==> src/rtl/sram_req_adapter.sv <==
// Valid/ready request front end for the sram_top macro: one SRAM access in flight, in-order
// responses through a small FIFO. Define SRAM_ADAPTER_ACCESS_CHECK_EN to flag bad addresses.
module sram_req_adapter #(
  parameter int unsigned RSP_DEPTH = 3,
  parameter int unsigned SRAM_AW   = 12
) (
  input  logic               clk_i,
  input  logic               rst_i,
  input  logic               req_valid_i,
  output logic               req_ready_o,
  input  logic [31:0]        req_addr_i,
  input  logic               req_we_i,
  input  logic [3:0]         req_be_i,
  input  logic [31:0]        req_wdata_i,
  output logic               rsp_valid_o,
  input  logic               rsp_ready_i,
  output logic [31:0]        rsp_rdata_o,
  output logic               rsp_err_o,
  output logic               csb_o,
  output logic               we_o,
  output logic [SRAM_AW-1:0] addr_o,
  output logic [31:0]        wdata_o,
  output logic [3:0]         wmask_o,
  input  logic [31:0]        rdata_i
);

  localparam int unsigned PtrW = (RSP_DEPTH > 1) ? $clog2(RSP_DEPTH) : 1;
  localparam int unsigned CntW = $clog2(RSP_DEPTH + 1);
  localparam int unsigned OccW = CntW + 1;
  localparam logic [PtrW-1:0] LastPtr  = PtrW'(RSP_DEPTH - 1);
  localparam logic [OccW-1:0] DepthOcc = OccW'(RSP_DEPTH);

  logic            infl_v_q, infl_v_d;
  logic            infl_we_q, infl_we_d;
  logic            infl_err_q, infl_err_d;
  logic [PtrW-1:0] wptr_q, wptr_d;
  logic [PtrW-1:0] rptr_q, rptr_d;
  logic [CntW-1:0] count_q, count_d;
  logic [31:0]     rdata_mem_q [RSP_DEPTH];
  logic            err_mem_q   [RSP_DEPTH];

  logic            accept;
  logic            req_err;
  logic            access;
  logic            push;
  logic            pop;
  logic [31:0]     push_rdata;
  logic [OccW-1:0] occupancy;

  // Buffered responses plus the one in flight must fit, so a push can never overflow.
  assign occupancy   = {1'b0, count_q} + {{CntW{1'b0}}, infl_v_q};
  assign req_ready_o = !rst_i && (occupancy < DepthOcc);
  assign accept      = req_valid_i && req_ready_o;

`ifdef SRAM_ADAPTER_ACCESS_CHECK_EN
  assign req_err = (req_addr_i[1:0] != 2'b00) || (|req_addr_i[31:SRAM_AW+2]);
`else
  assign req_err = 1'b0;
  logic unused_addr_bits;
  assign unused_addr_bits = ^{req_addr_i[31:SRAM_AW+2], req_addr_i[1:0]};
`endif

  assign access = accept && !req_err;

  always_comb begin
    csb_o   = 1'b1;
    we_o    = 1'b1;
    addr_o  = '0;
    wdata_o = '0;
    wmask_o = 4'b0000;
    if (access) begin
      csb_o   = 1'b0;
      we_o    = !req_we_i;
      addr_o  = req_addr_i[SRAM_AW+1:2];
      wdata_o = req_wdata_i;
      wmask_o = req_we_i ? req_be_i : 4'b0000;
    end
  end

  always_comb begin
    infl_v_d   = accept;
    infl_we_d  = accept ? req_we_i : 1'b0;
    infl_err_d = accept ? req_err : 1'b0;
  end

  assign push       = infl_v_q;
  assign push_rdata = (!infl_we_q && !infl_err_q) ? rdata_i : 32'h0;
  assign pop        = rsp_valid_o && rsp_ready_i;

  always_comb begin
    wptr_d  = wptr_q;
    rptr_d  = rptr_q;
    count_d = count_q;
    if (push) begin
      wptr_d = (wptr_q == LastPtr) ? '0 : wptr_q + PtrW'(1);
    end
    if (pop) begin
      rptr_d = (rptr_q == LastPtr) ? '0 : rptr_q + PtrW'(1);
    end
    unique case ({push, pop})
      2'b10:   count_d = count_q + CntW'(1);
      2'b01:   count_d = count_q - CntW'(1);
      default: count_d = count_q;
    endcase
  end

  always_ff @(posedge clk_i) begin
    if (rst_i) begin
      infl_v_q   <= 1'b0;
      infl_we_q  <= 1'b0;
      infl_err_q <= 1'b0;
      wptr_q     <= '0;
      rptr_q     <= '0;
      count_q    <= '0;
      for (int i = 0; i < RSP_DEPTH; i++) begin
        rdata_mem_q[i] <= 32'h0;
        err_mem_q[i]   <= 1'b0;
      end
    end else begin
      infl_v_q   <= infl_v_d;
      infl_we_q  <= infl_we_d;
      infl_err_q <= infl_err_d;
      wptr_q     <= wptr_d;
      rptr_q     <= rptr_d;
      count_q    <= count_d;
      if (push) begin
        rdata_mem_q[wptr_q] <= push_rdata;
        err_mem_q[wptr_q]   <= infl_err_q;
      end
    end
  end

  assign rsp_valid_o = !rst_i && (count_q != '0);
  assign rsp_rdata_o = rsp_valid_o ? rdata_mem_q[rptr_q] : 32'h0;
`ifdef SRAM_ADAPTER_ACCESS_CHECK_EN
  assign rsp_err_o   = rsp_valid_o ? err_mem_q[rptr_q] : 1'b0;
`else
  assign rsp_err_o   = 1'b0;
  logic unused_err_mem;
  assign unused_err_mem = err_mem_q[rptr_q];
`endif

endmodule

==> config.mk <==
export PLATFORM = sky130hd
export DESIGN_NAME = sram_req_adapter
export DESIGN_NICKNAME = d
export VERILOG_FILES = /design/src/rtl/sram_req_adapter.sv
export SDC_FILE = /design/constraint.sdc
export NUM_CORES = 1
export LEC_CHECK = 0
export ABC_AREA = 1
export CAP_MARGIN = 10
export CORE_MARGIN = 2
export CORE_UTILIZATION = 56
export CTS_CLUSTER_DIAMETER = 60
export DETAILED_ROUTE_END_ITERATION = 10
export DONT_BUFFER_PORTS = 1
export GPL_TIMING_DRIVEN = 0
export PLACE_DENSITY = 0.71
export SLEW_MARGIN = 30
export SYNTH_ARGS = -nofsm -noshare
export SYNTH_HDL_FRONTEND = slang
export SYNTH_SLANG_ARGS = --single-unit
==> constraint.sdc <==
create_clock -name clk_i -period 4.85 [get_ports clk_i]
set_input_delay 0.485 -clock clk_i [delete_from_list [all_inputs] [get_ports clk_i]]
set_output_delay 0.485 -clock clk_i [all_outputs]
set_load 0.01 [all_outputs]
==> metrics, run 1 <==
top cells by area, synth=edfxtp_1 56%, nand2_1 13%, inv_1 8.2%; WHS=about 0.16 ns; RSZ-0062 raised after global routing=no; H-tree levels=4; DRC=0; peak fanout along the critical path=10; nets=roughly 950; Clock Path Buffers=2; Hold/Removal Path Class=input pin to register; row cnt=40; placed insts=slightly below 1000; largest net degree at the start of global routing=25; Finished Cell Area=between 7000 and 8000 um2; Synth Area in Adders=less than 1%; final hold vios=0; final core occ=roughly 65%; post-DP HPWL=around 11 mm; # diodes=0; fillers=roughly 980; Tcrit/Tclk final=50.7%; max_slew headroom=slightly below 60%; mux cell area share after synthesis=0%; Clk pin slew, worst setup/hold paths=roughly 0.05 ns; total track usage=between 20 and 30%; DR iter-0 viols=a little over 500; IO buf count=0; routed wire length=between 15 and 20 mm; Max VDD drop=between 0.15 and 0.2 mV; Setup CP Type=register to output port; most frequent cells in the layout=236 x nand2_1, 150 x inv_1, 149 x nor2_1, 128 x edfxtp_1, 35 x a21oi_1; post_cts resized=0; post-synthesis xor/xnor area fraction=0%; core area=12000 um2; RD Place Congestion=~0.85; layout overhead on the synthesized area=12.3%; post-synthesis average cell area=between 8 and 9 um2; Syn Nets=919; Max-Cap Viols=0; Post-Syn Instances=between 800 and 900; Pre-Repair DR Iteration Count=7; post-synth top area share=a little under three fifths; Final min period=between 2 and 2.5 ns; layout cells sized above 1=10.6%; initial antenna violation count=0; vias in the first global route=roughly 5000; main combinational cell family by area after synthesis=simple AND/OR/NAND/NOR gates; CTS Buf Count=17; Root Driver=clkbuf_16; remaining global-route overflow=0; Die Ht=between 100 and 150 um; TNS Setup=0 ns; # clock sinks=about 140; Mapped Area=approximately 6900 um2; sequential fraction of the synthesis area=about three fifths; Synthesis Warnings=0; Setup Skew=between 0.006 and 0.007 ns; die area=between 10000 and 15000 um2; via count=5192; critical path startpoint category=register; Vias/cell=just over 5; first-pass GRT wire length=approximately 25 mm; dominant cell type by area after synthesis=edfxtp_1; setup violators final=0; post-synthesis simple-gate area fraction=between 20% and 30%; Compound-Gate Fraction of Synth Area=under 10%; Distinct cells, synth=24; #FFs+latches synth=138; Pwr Density=around 370 nW/um2; critical path capture point type=output port; Routed WL per cell=about 16 um; Post-CTS Setup Inserts=0; Initial Util=a little under three fifths; worst path required time=between 4 and 5 ns; achievable frequency=0.406 GHz; Post-CTS Hold Fix Bufs=0; Placed Area=7210 um2; Post-DRT Antenna Nets=0; LEAKAGE=around 3.7 nW; Worst-Margin Slew=0.622 ns; commonest non-fill, non-tap cell in the layout=nand2_1; Worst-Skew Late Latency=0.42 ns; Crit path arrival time=1.98 ns; DIE WIDTH=115 um; CTS tree=yes; post-route insts no fill=about 1000; Slew Limit Fails=0; status=completed; Top-Level Pins=190
==> synthesized netlist by cell type <==
library cell	number
a21oi_1	35
buf_2	14
buf_4	11
buf_6	10
clkbuf_1	6
conb_1	1
dfxtp_1	10
edfxtp_1	128
ha_1	3
inv_1	150
inv_2	5
inv_4	1
nand2_1	239
nand2_2	1
nand2_4	2
nand3_1	34
nand3_4	3
nor2_1	149
nor2_2	3
nor2_4	1
nor4_1	1
o21ai_0	1
o31ai_1	2
or2_2	1
==> through the flow <==
stage               setup slack (ns)  total power [W]
floorplan                      0.664          0.00159
global placement               -1.60          0.00165
detailed placement              2.67          0.00167
CTS                             2.37          0.00286
finish                          2.39          0.00285
global route                    2.26          0.00295
==> path summary, 6_finish.rpt <==
| kind | startpoint | to | slack (ns) | cells past startpoint |
|---|---|---|---|---|
| worst max register to register | wptr_q[1] | rdata_mem_q[3][11] | 2.70 | 5 |
| worst min-delay path | rst_i | wptr_q[0] | 0.16 | 1 |
| worst min register to register | count_q[0] | count_q[0] | 0.53 | 2 |
| worst max-delay path | infl_v_q | addr_o[8] | 2.39 | 8 |
==> cells by family after synthesis <==
| logic type | Yosys count |
|---|---|
| compound gates | 38 |
| flops | 138 |
| simple gates | 434 |
| fa+ha+maj | 3 |
| buf+inv | 197 |
| other cells | 1 |
==> routing by layer <==
| layer | part of all wire, % | vias up | GRT usage (%) |
|---|---|---|---|
| li1 | - | 2536 | - |
| met1 | 42 | 2416 | 32.9 |
| met2 | 48 | 208 | 41.1 |
| met3 | 7.7 | 32 | 6.69 |
| met4 | 2.2 | 0 | 10.8 |
| met5 | 0 | - | 0 |
==> sequential cells by signal, indices dropped and copies added, names as in the netlist, named ones only <==
| signal | count |
|---|---|
| rdata_mem_q | 128 |
| count_q | 2 |
| rptr_q | 2 |
| wptr_q | 2 |
| infl_v_q | 1 |
| infl_we_q | 1 |
==> critical path, stage by stage, from the launching register on <==
cell,delay [ns]
dfxtp_1,0.34
ha_1,0.22
ha_1,0.28
nand2_1,0.07
nand2_1,0.06
inv_2,0.10
nand2_4,0.08
buf_4,0.17
nor2_1,0.25
==> where the power goes <==
part           internal [W]  total (W)  switching [W]
combinational     0.0000821   0.000288       0.000206
clock              0.000744    0.00120       0.000456
sequential          0.00135    0.00136      0.0000141
total               0.00217    0.00285       0.000676
==> area by class of cell <==
cell class	count	area [um2]	area share (%)
well taps	147	184	2.37
multi-input cells	476	2000	25.8
plain buffers	41	288	3.71
clock buffers	21	440	5.68
repair buffers	9	108	1.39
inverters	156	588	7.58
flip-flops and latches	138	4040	52.1
clock inverters	11	104	1.34
(Power assumes the default switching activity.)
==> run 2: changes to the inputs <==
==> constraint.sdc (replaced) <==
create_clock -name clk_i -period 2.6 [get_ports clk_i]
set_input_delay 0.26 -clock clk_i [delete_from_list [all_inputs] [get_ports clk_i]]
set_output_delay 0.26 -clock clk_i [all_outputs]
set_load 0.01 [all_outputs]
==> run 2 against run 1 <==
Effect of this change:
- core utilization grew 0.38 points
- sequential power increased by 87%
- clock-buffer cell count down 2
- clock skew increased by 0.00087 ns
- clock power grew 93%
- hold slack worse by 0.081 ns
- die area did not move
- critical path type unchanged
- largest cell class unchanged
- largest power group unchanged
==> metrics, run 2 (synthesis results as in run 1) <==
status=completed (unchanged); final setup margin=0.319 ns (was 2.39 ns); DR iter-0 viols=392 (was 509); worst path required time=2.34 ns (was 4.37 ns); commonest non-fill, non-tap cell in the layout=nand2_1 (unchanged); core area=12000 um2 (unchanged); Clk pin slew, worst setup/hold paths=0.05 ns (about the same); vias in the first global route=5125 (was 4995); Pwr Density=693 nW/um2 (was 367 nW/um2); hold path cells=3 (was 1); row cnt=40 (unchanged); Clock Path Buffers=2 (unchanged); DRC=0 (unchanged); # clock sinks=138 (unchanged); Final min period=approximately 2.3 ns; Hold/Removal Path Class=input pin to register (unchanged); Max-Cap Viols=0 (unchanged); max_slew headroom=59.2% (was 58.2%); remaining global-route overflow=0 (unchanged); Max VDD drop=0.501 mV (was 0.196 mV); RSZ-0062 raised after global routing=no (unchanged); r2r endpoint=rdata_mem_q[1][24] (was rdata_mem_q[3][11]); pre-CTS WS=0.648 ns (was 2.67 ns); via count=5154 (was 5192); setup violators final=0 (unchanged); initial antenna violation count=0 (unchanged); Die Ht=115 um (unchanged); r2r worst-path depth=6 (was 5); post_cts resized=0 (unchanged); flop2flop setup slack=0.66 ns (was 2.70 ns); Critical Path, Cell by Cell=ha_1 > ha_1 > nand2_1 > nand2_1 > inv_2 > nand2_4 > buf_4 > nor2_1 (unchanged); Worst-Skew Late Latency=0.42 ns (about the same); worst hold path startpoint=rst_i (unchanged); Tcrit/Tclk final=87.7%; IO buf count=0 (unchanged); critical path capture point type=output port (unchanged); final core occ=64.9% (was 64.6%); Design Power=0.00541 W (was 0.00285 W); nets=946 (was 947); layout overhead on the synthesized area=13.0% (was 12.3%); Setup CP Type=register to output port (unchanged); routed wire length=16.4 mm (was 16.0 mm); crit path max-delay cell type=dfxtp_1 (unchanged); die area=13200 um2 (unchanged); LEAKAGE=3.71 nW (was 3.70 nW); R2R Path Start=infl_v_q (was wptr_q[1]); H-tree levels=4 (unchanged); Worst-Margin Slew=0.608 ns (was 0.622 ns); CTS Buf Count=17 (unchanged); WHS=0.0780 ns (was 0.159 ns); Post-DRT Antenna Nets=0 (unchanged); layout cells sized above 1=10.1% (was 10.6%); CP delay by family, top=simple AND/OR/NAND/NOR gates (was adder cells); Slew Limit Fails=0 (unchanged); Largest register FFs=128 (unchanged); # diodes=0 (unchanged); Initial Util=57.5% (unchanged); post-DP HPWL=11.0 mm (was 11.1 mm); Routed WL per cell=16.4 um (was 16.1 um); TNS Setup=0 ns (unchanged); peak fanout along the critical path=10 (unchanged); Setup Skew=0.00736 ns (was 0.00649 ns); final hold vios=0 (unchanged); Pre-Repair DR Iteration Count=5 (was 7); Hold EP=count_q[1] (was wptr_q[0]); critical path startpoint category=register (unchanged); most frequent cells in the layout=236 x nand2_1, 150 x inv_1, 149 x nor2_1, 128 x edfxtp_1, 35 x a21oi_1 (unchanged); achievable frequency=around 0.44 GHz; Root Driver=clkbuf_16 (unchanged); Biggest register=rdata_mem_q (unchanged); Top-Level Pins=190 (unchanged); largest net degree at the start of global routing=22 (was 25); Buf/Inv on CP=2 (unchanged); RD Place Congestion=0.799 (was 0.853); Crit path arrival time=2.02 ns (was 1.98 ns); total track usage=25.7% (was 25.5%); DIE WIDTH=115 um (unchanged); CP Depth=8 (unchanged); Vias/cell=5.17 (was 5.20); CP peak stage delay=0.34 ns (about the same); first-pass GRT wire length=25.2 mm (was 25.1 mm); CTS tree=yes (unchanged)
run 2: changes by cell type in the layout (fill, tap and decap cells not counted):
cell           before  now
buf_2              19   14
clkinv_2            5    2
buf_4              12   14
clkbuf_1           10    8
dlygate4sd3_1       0    2
buf_12              1    0
buf_16              2    3
bufinv_16           2    3
clkinv_1            3    4
clkinvlp_4          1    2
nor4_2              1    0
nor4_4              0    1
run 2: layout make-up:
class | instances | area [um2]
inverters | 156 | 588
well taps | 147 | 184
clock buffers | 19 | 433
multi-input cells | 476 | 2010
clock inverters | 11 | 130
repair buffers | 8 | 125
fillers | 954 | 4210
flip-flops and latches | 138 | 4040
plain buffers | 41 | 288
run 2: worst register-to-register path: cells and delay by family (launching register included):
family | cells | cell delay, ns
simple gates | 3 | 0.73
flops | 1 | 0.39
buf+inv | 3 | 0.52
run 2: worst max-delay path by stage:
stage | start | to
3_5_place_dp | infl_v_q | rdata_mem_q[1][26]
5_1_grt | infl_v_q | wdata_o[2]
6_report | infl_v_q | wdata_o[2]
4_1_cts | infl_v_q | wdata_o[2]
3_3_place_gp | wptr_q[1] | rdata_mem_q[3][6]
2_1_floorplan | wptr_q[1] | rdata_mem_q[3][0]
run 2: power breakdown:
part,switching [W],internal (W)
sequential,0.0000268,0.00251
combinational,0.000387,0.000156
clock,0.000845,0.00148
total,0.00126,0.00415
run 2: timing repair:
action,CTS,global route
hold endpoints to repair,3,0
setup buffers,0,0
hold buffers,2,0
run 2: routing by layer:
layer	routed length (um)	vias up	GRT usage, %
li1	-	2521	-
met1	6350	2403	30.2
met2	8380	207	44.7
met3	1290	23	6.91
met4	335	0	10.4
met5	0	-	0
run 2: through the flow:
stage | area [um2] | std cells
final | 7800 | 996
after global routing | 7800 | 996
after CTS | 7800 | 996
after detailed placement | 7220 | 964
after global placement | 7110 | 958
after floorplan | 6920 | 811
